<file path="src/rtl/mario_anim_ctrl.sv">
// Sprite animation controller: walk-cycle frames, facing, invincibility blink and grow/shrink flash.
// Latency: all state registered on clk; id/max_w/max_h are combinational from registers.
// Backpressure: none; tick inputs are sampled and only their rising edges advance the counters.
module mario_anim_ctrl #(
    parameter int WALK_FRAMES = 3,
    parameter int HERO_TICKS  = 64,
    parameter int MORPH_TICKS = 8,
    parameter int SMALL_BASE  = 26,
    parameter int BIG_BASE    = 15,
    parameter int NULL_ID     = 63,
    parameter int ID_W        = 6,
    parameter int SMALL_W     = 40,
    parameter int SMALL_H     = 42,
    parameter int BIG_W       = 45,
    parameter int BIG_H       = 78
) (
    input  logic            clk,
    input  logic            rstn,
    input  logic            walk_tick,
    input  logic            hero_tick,
    input  logic            left,
    input  logic            right,
    input  logic            jump,
    input  logic            level,
    input  logic            hero_start,
    output logic [ID_W-1:0] id,
    output logic [1:0]      frame,
    output logic            orient,
    output logic            walk,
    output logic            hero_active,
    output logic            morphing,
    output logic            shown_level,
    output logic [10:0]     max_w,
    output logic [10:0]     max_h
);

    localparam logic [1:0]      LAST_FRAME = 2'(WALK_FRAMES - 1);
    localparam logic [9:0]      HERO_LOAD  = 10'(HERO_TICKS);
    localparam logic [7:0]      MORPH_LOAD = 8'(MORPH_TICKS);
    localparam logic [ID_W-1:0] SMALL_ID   = ID_W'(SMALL_BASE);
    localparam logic [ID_W-1:0] BIG_ID     = ID_W'(BIG_BASE);
    localparam logic [ID_W-1:0] HIDDEN_ID  = ID_W'(NULL_ID);

    logic       walk_tick_q;
    logic       hero_tick_q;
    logic       walk_edge;
    logic       hero_edge;
    logic       dir_down;
    logic [1:0] frame_step;
    logic [9:0] hero_cnt;
    logic       blink;
    logic [7:0] morph_cnt;
    logic       target_q;

    // Previous tick samples; loading them during reset keeps a high tick from
    // looking like a fresh edge on the first cycle afterwards.
    always_ff @(posedge clk) begin
        walk_tick_q <= walk_tick;
        hero_tick_q <= hero_tick;
    end

    assign walk_edge = walk_tick & ~walk_tick_q;
    assign hero_edge = hero_tick & ~hero_tick_q;

    // Facing follows a single pressed direction and holds when both or none are pressed.
    always_ff @(posedge clk) begin
        if (!rstn) begin
            orient <= 1'b0;
            walk   <= 1'b0;
        end else begin
            if (left && !right) begin
                orient <= 1'b1;
            end else if (right && !left) begin
                orient <= 1'b0;
            end
            walk <= left | right;
        end
    end

    // Candidate frame for the next step in the current ping-pong direction.
    always_comb begin
        frame_step = frame + 2'd1;
        if (dir_down) begin
            frame_step = frame - 2'd1;
        end
    end

    // Ping-pong walk cycle 0..LAST_FRAME..0; standing resets it, jumping freezes it.
    always_ff @(posedge clk) begin
        if (!rstn) begin
            frame    <= 2'd0;
            dir_down <= 1'b0;
        end else if (!walk) begin
            frame    <= 2'd0;
            dir_down <= 1'b0;
        end else if (walk_edge && !jump) begin
            frame <= frame_step;
            if (frame_step == LAST_FRAME) begin
                dir_down <= 1'b1;
            end else if (frame_step == 2'd0) begin
                dir_down <= 1'b0;
            end
        end
    end

    // Invincibility countdown with blink; a start pulse takes priority over a same-cycle tick.
    always_ff @(posedge clk) begin
        if (!rstn) begin
            hero_cnt    <= 10'd0;
            hero_active <= 1'b0;
            blink       <= 1'b0;
        end else if (hero_start) begin
            hero_cnt    <= HERO_LOAD;
            hero_active <= 1'b1;
            blink       <= 1'b0;
        end else if (hero_edge && hero_active) begin
            hero_cnt <= hero_cnt - 10'd1;
            if (hero_cnt == 10'd1) begin
                hero_active <= 1'b0;
                blink       <= 1'b0;
            end else begin
                blink <= ~blink;
            end
        end
    end

    // Grow/shrink flash: a new target restarts the flash without disturbing the shown size;
    // the final tick lands on the target regardless of toggle parity.
    always_ff @(posedge clk) begin
        if (!rstn) begin
            shown_level <= level;
            target_q    <= level;
            morphing    <= 1'b0;
            morph_cnt   <= 8'd0;
        end else if (level != target_q) begin
            target_q  <= level;
            morph_cnt <= MORPH_LOAD;
            morphing  <= 1'b1;
        end else if (morphing && hero_edge) begin
            morph_cnt <= morph_cnt - 8'd1;
            if (morph_cnt == 8'd1) begin
                shown_level <= target_q;
                morphing    <= 1'b0;
            end else begin
                shown_level <= ~shown_level;
            end
        end
    end

    // Sprite id: hidden during blink, else size base + two ids per frame, odd id faces right.
    always_comb begin
        logic [ID_W-1:0] base_id;
        logic [1:0]      f_eff;
        logic [ID_W-1:0] frame_off;
        logic [ID_W-1:0] face_off;
        base_id   = shown_level ? BIG_ID : SMALL_ID;
        f_eff     = walk ? frame : 2'd0;
        frame_off = {{(ID_W-3){1'b0}}, f_eff, 1'b0};
        face_off  = {{(ID_W-1){1'b0}}, ~orient};
        id        = base_id + frame_off + face_off;
        if (hero_active && blink) begin
            id = HIDDEN_ID;
        end
    end

    // Bounding box tracks the size currently on screen, including mid-flash.
    always_comb begin
        max_w = 11'(SMALL_W);
        max_h = 11'(SMALL_H);
        if (shown_level) begin
            max_w = 11'(BIG_W);
            max_h = 11'(BIG_H);
        end
    end

endmodule

</file>
<file path="config.mk">
export PLATFORM = sky130hd
export DESIGN_NAME = mario_anim_ctrl
export DESIGN_NICKNAME = d
export VERILOG_FILES = /design/src/rtl/mario_anim_ctrl.sv
export SDC_FILE = /design/constraint.sdc
export NUM_CORES = 1
export LEC_CHECK = 0
export CAP_MARGIN = 30
export CORE_ASPECT_RATIO = 1.25
export CORE_MARGIN = 5
export CORE_UTILIZATION = 45
export CTS_CLUSTER_SIZE = 12
export DETAILED_ROUTE_END_ITERATION = 10
export GPL_ROUTABILITY_DRIVEN = 0
export PLACE_DENSITY_LB_ADDON = 0.1
export SETUP_SLACK_MARGIN = 0.2
export SLEW_MARGIN = 30
export SYNTH_ARGS = -nofsm -noshare
export SYNTH_HDL_FRONTEND = slang
export SYNTH_SLANG_ARGS = --single-unit
</file>
<file path="constraint.sdc">
create_clock -name clk -period 3.8 [get_ports clk]
set_input_delay 0.38 -clock clk [delete_from_list [all_inputs] [get_ports clk]]
set_output_delay 0.38 -clock clk [all_outputs]
set_load 0.1 [all_outputs]
</file>
# After elaboration in Yosys (flattened, before gate mapping)

Cells that the tools add are included.

Flip-flop bits (word level): 30
Output and inout port bits: 35

Add/sub/neg operators: 6
Multiplexer cells: 27
Eq/ne operators: 7
Reductions and logical operators: 23
Bitwise gates (word level): 9

Operators by type and width:

| kind                                                                    | number |
|---|---|
| 7-bit 2-to-1 mux                                                        | 3 |
| 1-bit 2-to-1 mux                                                        | 17 |
| 2-bit nonzero test                                                      | 6 |
| 10-bit by 1-bit equality test with 1-bit output (second input constant) | 1 |
| 2-bit AND reduction                                                     | 5 |
| 10-bit by 1-bit subtractor with 10-bit output (second input constant)   | 1 |
| 8-bit by 1-bit equality test with 1-bit output (second input constant)  | 1 |
| 4-bit 2-to-1 mux                                                        | 2 |
| 8-bit by 1-bit subtractor with 8-bit output (second input constant)     | 1 |
| 5-bit by 3-bit adder with 6-bit output                                  | 1 |
| 6-bit by 1-bit adder with 6-bit output                                  | 1 |
| 1-bit logical AND                                                       | 6 |
| 6-bit 2-to-1 mux                                                        | 1 |
| 1-bit NOT                                                               | 6 |
| 5-bit 2-to-1 mux                                                        | 1 |
| 2-bit 2-to-1 mux                                                        | 2 |
| 2-bit by 1-bit != test with 1-bit output (second input constant)        | 2 |
| 2-bit OR reduction                                                      | 2 |
| 1-bit zero test                                                         | 3 |
| 3-bit 2-to-1 mux                                                        | 1 |
| 2-bit by 1-bit adder with 2-bit output (second input constant)          | 1 |
| 1-bit AND                                                               | 2 |
| 2-bit equality test (second input constant)                             | 1 |
| 2-bit zero test                                                         | 1 |
| 4 further kinds                                                         | 4 |

# Depth between registers and ports, before layout

Depth in word-level cells: 6
Gate-level depth with buffers: 8

# Least setup slack after synthesis

No wires, ideal clock.

Path kind: register to output
From: register orient
To: output id[4]
Buffers on the path: 0
Stages on the path, launching flop included: 9
Data arrival time: 2.732 ns
Setup slack: 0.688 ns
Path through: dfxtp_1 -> inv_1 -> ha_1 -> inv_1 -> ha_1 -> inv_1 -> fa_1 -> xor2_1 -> nand2_1

Word-level cells in the longest chain between the ends: 3

RTL lines:

| element                                | line | source |
|---|---|---|
| start: declaration                     | 28   | `output logic orient,` |
| start signal: assignment               | 68   | `orient <= 1'b0;` |
| start signal: assignment               | 72   | `orient <= 1'b1;` |
| start signal: assignment               | 74   | `orient <= 1'b0;` |
| 1-bit NOT                              | 159  | `face_off = {{(ID_W-1){1'b0}}, ~orient};` |
| 6-bit by 1-bit adder with 6-bit output | 160  | `id = base_id + frame_off + face_off;` |
| 6-bit 2-to-1 mux                       | 161  | `if (hero_active && blink) begin` |
| end: declaration                       | 26   | `output logic [ID_W-1:0] id,` |

Every way passes these cells.

# Worst setup path in the final report

From: register shown_level
To: output id[5]

Word-level cells in the longest chain between the ends: 4

RTL lines:

| element                                | line | source |
|---|---|---|
| start: declaration                     | 32   | `output logic shown_level,` |
| start signal: assignment               | 131  | `shown_level <= level;` |
| start signal: assignment               | 142  | `shown_level <= target_q;` |
| start signal: assignment               | 145  | `shown_level <= ~shown_level;` |
| 5-bit 2-to-1 mux                       | 156  | `base_id = shown_level ? BIG_ID : SMALL_ID;` |
| 5-bit by 3-bit adder with 6-bit output | 160  |  |
| 6-bit by 1-bit adder with 6-bit output | 160  |  |
| 6-bit 2-to-1 mux                       | 161  |  |

Every way passes these cells.

==> flow_summary.json <==
{
  "outcome": "completed",
  "grtUsageMet2_pct": 28.7,
  "fin_util_pct": 53.6,
  "hold_viol": 0,
  "finClkSkew_ns": 0.00505,
  "clock_sinks": 30,
  "antenna_found_initial": 0,
  "finalMaxSlewViolations": 0,
  "cts_max_path_buffers": 2,
  "yosysWarnings": 0,
  "synth-main-ff-cell": "dfxtp_1",
  "rows": 25,
  "n_antenna_cell": 0,
  "cts_buffers": 5,
  "seq_area_frac_synth_pct": 35.8,
  "synthCells": 194,
  "min_period_ns": 2.98,
  "final_cell_mix": "28 x dfxtp_1, 22 x clkdlybuf4s50_1, 17 x conb_1",
  "synth_seq_cells": 30,
  "mostFrequentLayoutCell": "dfxtp_1",
  "synth_cell_types": 40,
  "path_max_fanout": 11,
  "finalPower_uw": 922,
  "post_cts_buffers": 0,
  "initial_core_util_pct": 46.2,
  "post-route-drc-count": 0,
  "setup_viol": 0,
  "place_area_sq_um": 1920,
  "grt_most_used_layer": "met2",
  "synth_edf_count": 2,
  "leakage_uw": 0.000820,
  "worstSetupPathType": "register to output pin",
  "final_net_count": 239,
  "ir_worst_vdd_mv": 0.252,
  "drtAntennaViolNets": 0,
  "grtUsageMet3_pct": 4.51,
  "cts_hold_buf": 0,
  "htree_levels": 2,
  "cts_tree": "built",
  "routed_wirelength_um": 3660,
  "fin_setup_tns_ns": 0,
  "via_per_inst": 5.34,
  "maxCapViolCount": 0,
  "final_cell_area_sq_um": 2010,
  "grt_pass1_vias": 1389,
  "overflow": 0,
  "period_share_pct": 78.4,
  "crit_path_end_kind": "output pin",
  "cts_root_buf": "clkbuf_8",
  "io_buffer_count": 26,
  "dp_hpwl_um": 2910,
  "max_freq_mhz": 336,
  "grt_first_pass_wirelength_um": 6350,
  "cp-start-kind": "register",
  "required_ns": 3.42,
  "die_h_um": 79.4,
  "timing.slew.headroom_pct": 33.1,
  "grt_max_degree": 12,
  "via_count": 1383,
  "syn_avg_cell_area_sq_um": 8.94,
  "initialDrtViolationCount": 36,
  "met1_usage_pct": 16.5,
  "async_reset_ff_share_pct": 0,
  "core_area_sq_um": 3750,
  "hold_path_class": "register to register",
  "grt_use_total_pct": 15.7,
  "die_area_sq_um": 5200,
  "arrival_ns": 2.60,
  "worstMarginPinSlew_ns": 1.00,
  "syn-cell-area_sq_um": 1730,
  "io_pins": 44,
  "rsz0062_at_grt": "no",
  "drtPass1Iterations": 4,
  "clk_latency_ns": 0.28,
  "synthToLayoutAreaGrowth_pct": 16.0,
  "wl_per_cell_um": 14.1,
  "clk_pin_slew_ns": 0.06,
  "power.density_nw_per_um2": 458,
  "drive_above_1_share_pct": 9.59,
  "die_w_um": 65.5,
  "cts_resized": 0
}
where the power goes:
group	internal (uW)	leakage, uW	switching (uW)	total (uW)
Clock	146	0.0000482	112	258
Combinational	65.5	0.000523	251	316
Sequential	331	0.000248	16.8	348
Total	542	0.000820	380	922
cell usage after synthesis, drive strengths merged (2+ instances only):
library cell,number,area share (%)
nand4b,2,1.0
or2,3,1.1
nand3,3,0.87
xnor2,4,2.0
inv,13,2.8
nor4,5,1.8
nor2b,2,0.72
buf,21,9.1
o31ai,6,2.6
nor2,9,1.9
a31oi,2,0.72
or3,5,1.8
dfxtp,28,32
a21o,3,1.3
conb,2,0.43
a21oi,14,4.0
or4,9,4.0
o31a,2,1.1
mux2i,4,2.3
a311oi,2,1.0
o21ai,5,1.4
or4b,3,1.9
clkbuf,3,0.72
ha,11,7.9
nand2b,7,2.5
edfxtp,2,3.5
xor2,3,1.5
nand3b,2,0.87
nand2,12,2.6
nor3b,2,0.87
critical path, stage by stage (launching register included):
cell	delay [ns]
edfxtp_1	0.55
ha_1	0.27
a21o_1	0.15
a21o_1	0.19
a22o_1	0.19
clkdlybuf4s50_1	0.96
kinds of logic after synthesis:
logic type	share of synthesized area, %
xor gates and xnor gates	3.54
DFF	35.8
adders and majority gates	9.09
buffers and inverters	12.6
AOI/OAI and AO/OA	13.8
muxes	2.31
other	0.433
and+or+nand+nor	22.4
layer usage:
layer / routed length, um / part of all wire (%)
met3: 159 / 4.3
met1: 1400 / 38
met5: 0 / 0
met2: 2020 / 55
met4: 87 / 2.4
area by class of cell:
type / count / area (sq um)
inverters: 13 / 48.8
clock buffers: 7 / 86.3
fillers: 357 / 1740
flip-flops and latches: 30 / 621
repair buffers: 26 / 250
multi-input cells: 142 / 951
well taps: 40 / 50.0
clock inverters: 1 / 5.00
worst paths after layout:
kind                            slack [ns]                         to  depth (start not counted)                      start
worst max register to register        2.08   hero_cnt[7]$_SDFFE_PP0P_                          3   hero_cnt[2]$_SDFFE_PP0P_
worst max-delay path                  0.82                      id[5]                          5      shown_level$_DFFE_PP_
worst min register to register        0.48  morph_cnt[7]$_SDFFE_PP0P_                          2  morph_cnt[7]$_SDFFE_PP0P_
worst min-delay path                  0.48  morph_cnt[7]$_SDFFE_PP0P_                          2  morph_cnt[7]$_SDFFE_PP0P_
registers in the layout (all words and copies together) (netlist names):
signal	cells
hero_cnt	10
shown_level	1
morph_cnt	8
morphing	1
orient	1
hero_tick_q	1
target_q	1
walk	1
walk_tick_q	1
hero_active	1
blink	1
frame	2
dir_down	1
through the flow:
| step | setup WS [ns] | std cells | hold WS [ns] |
|---|---|---|---|
| 2_1_floorplan | 0.688 | 209 | 0.408 |
| 3_3_place_gp | 1.14 | 251 | 0.456 |
| 3_5_place_dp | 1.11 | 251 | 0.474 |
| 4_1_cts | 0.795 | 259 | 0.487 |
| 5_1_grt | 0.710 | 259 | 0.509 |
| 6_report | 0.820 | 259 | 0.483 |
No activity file was read; power rests on OpenSTA's default activity.
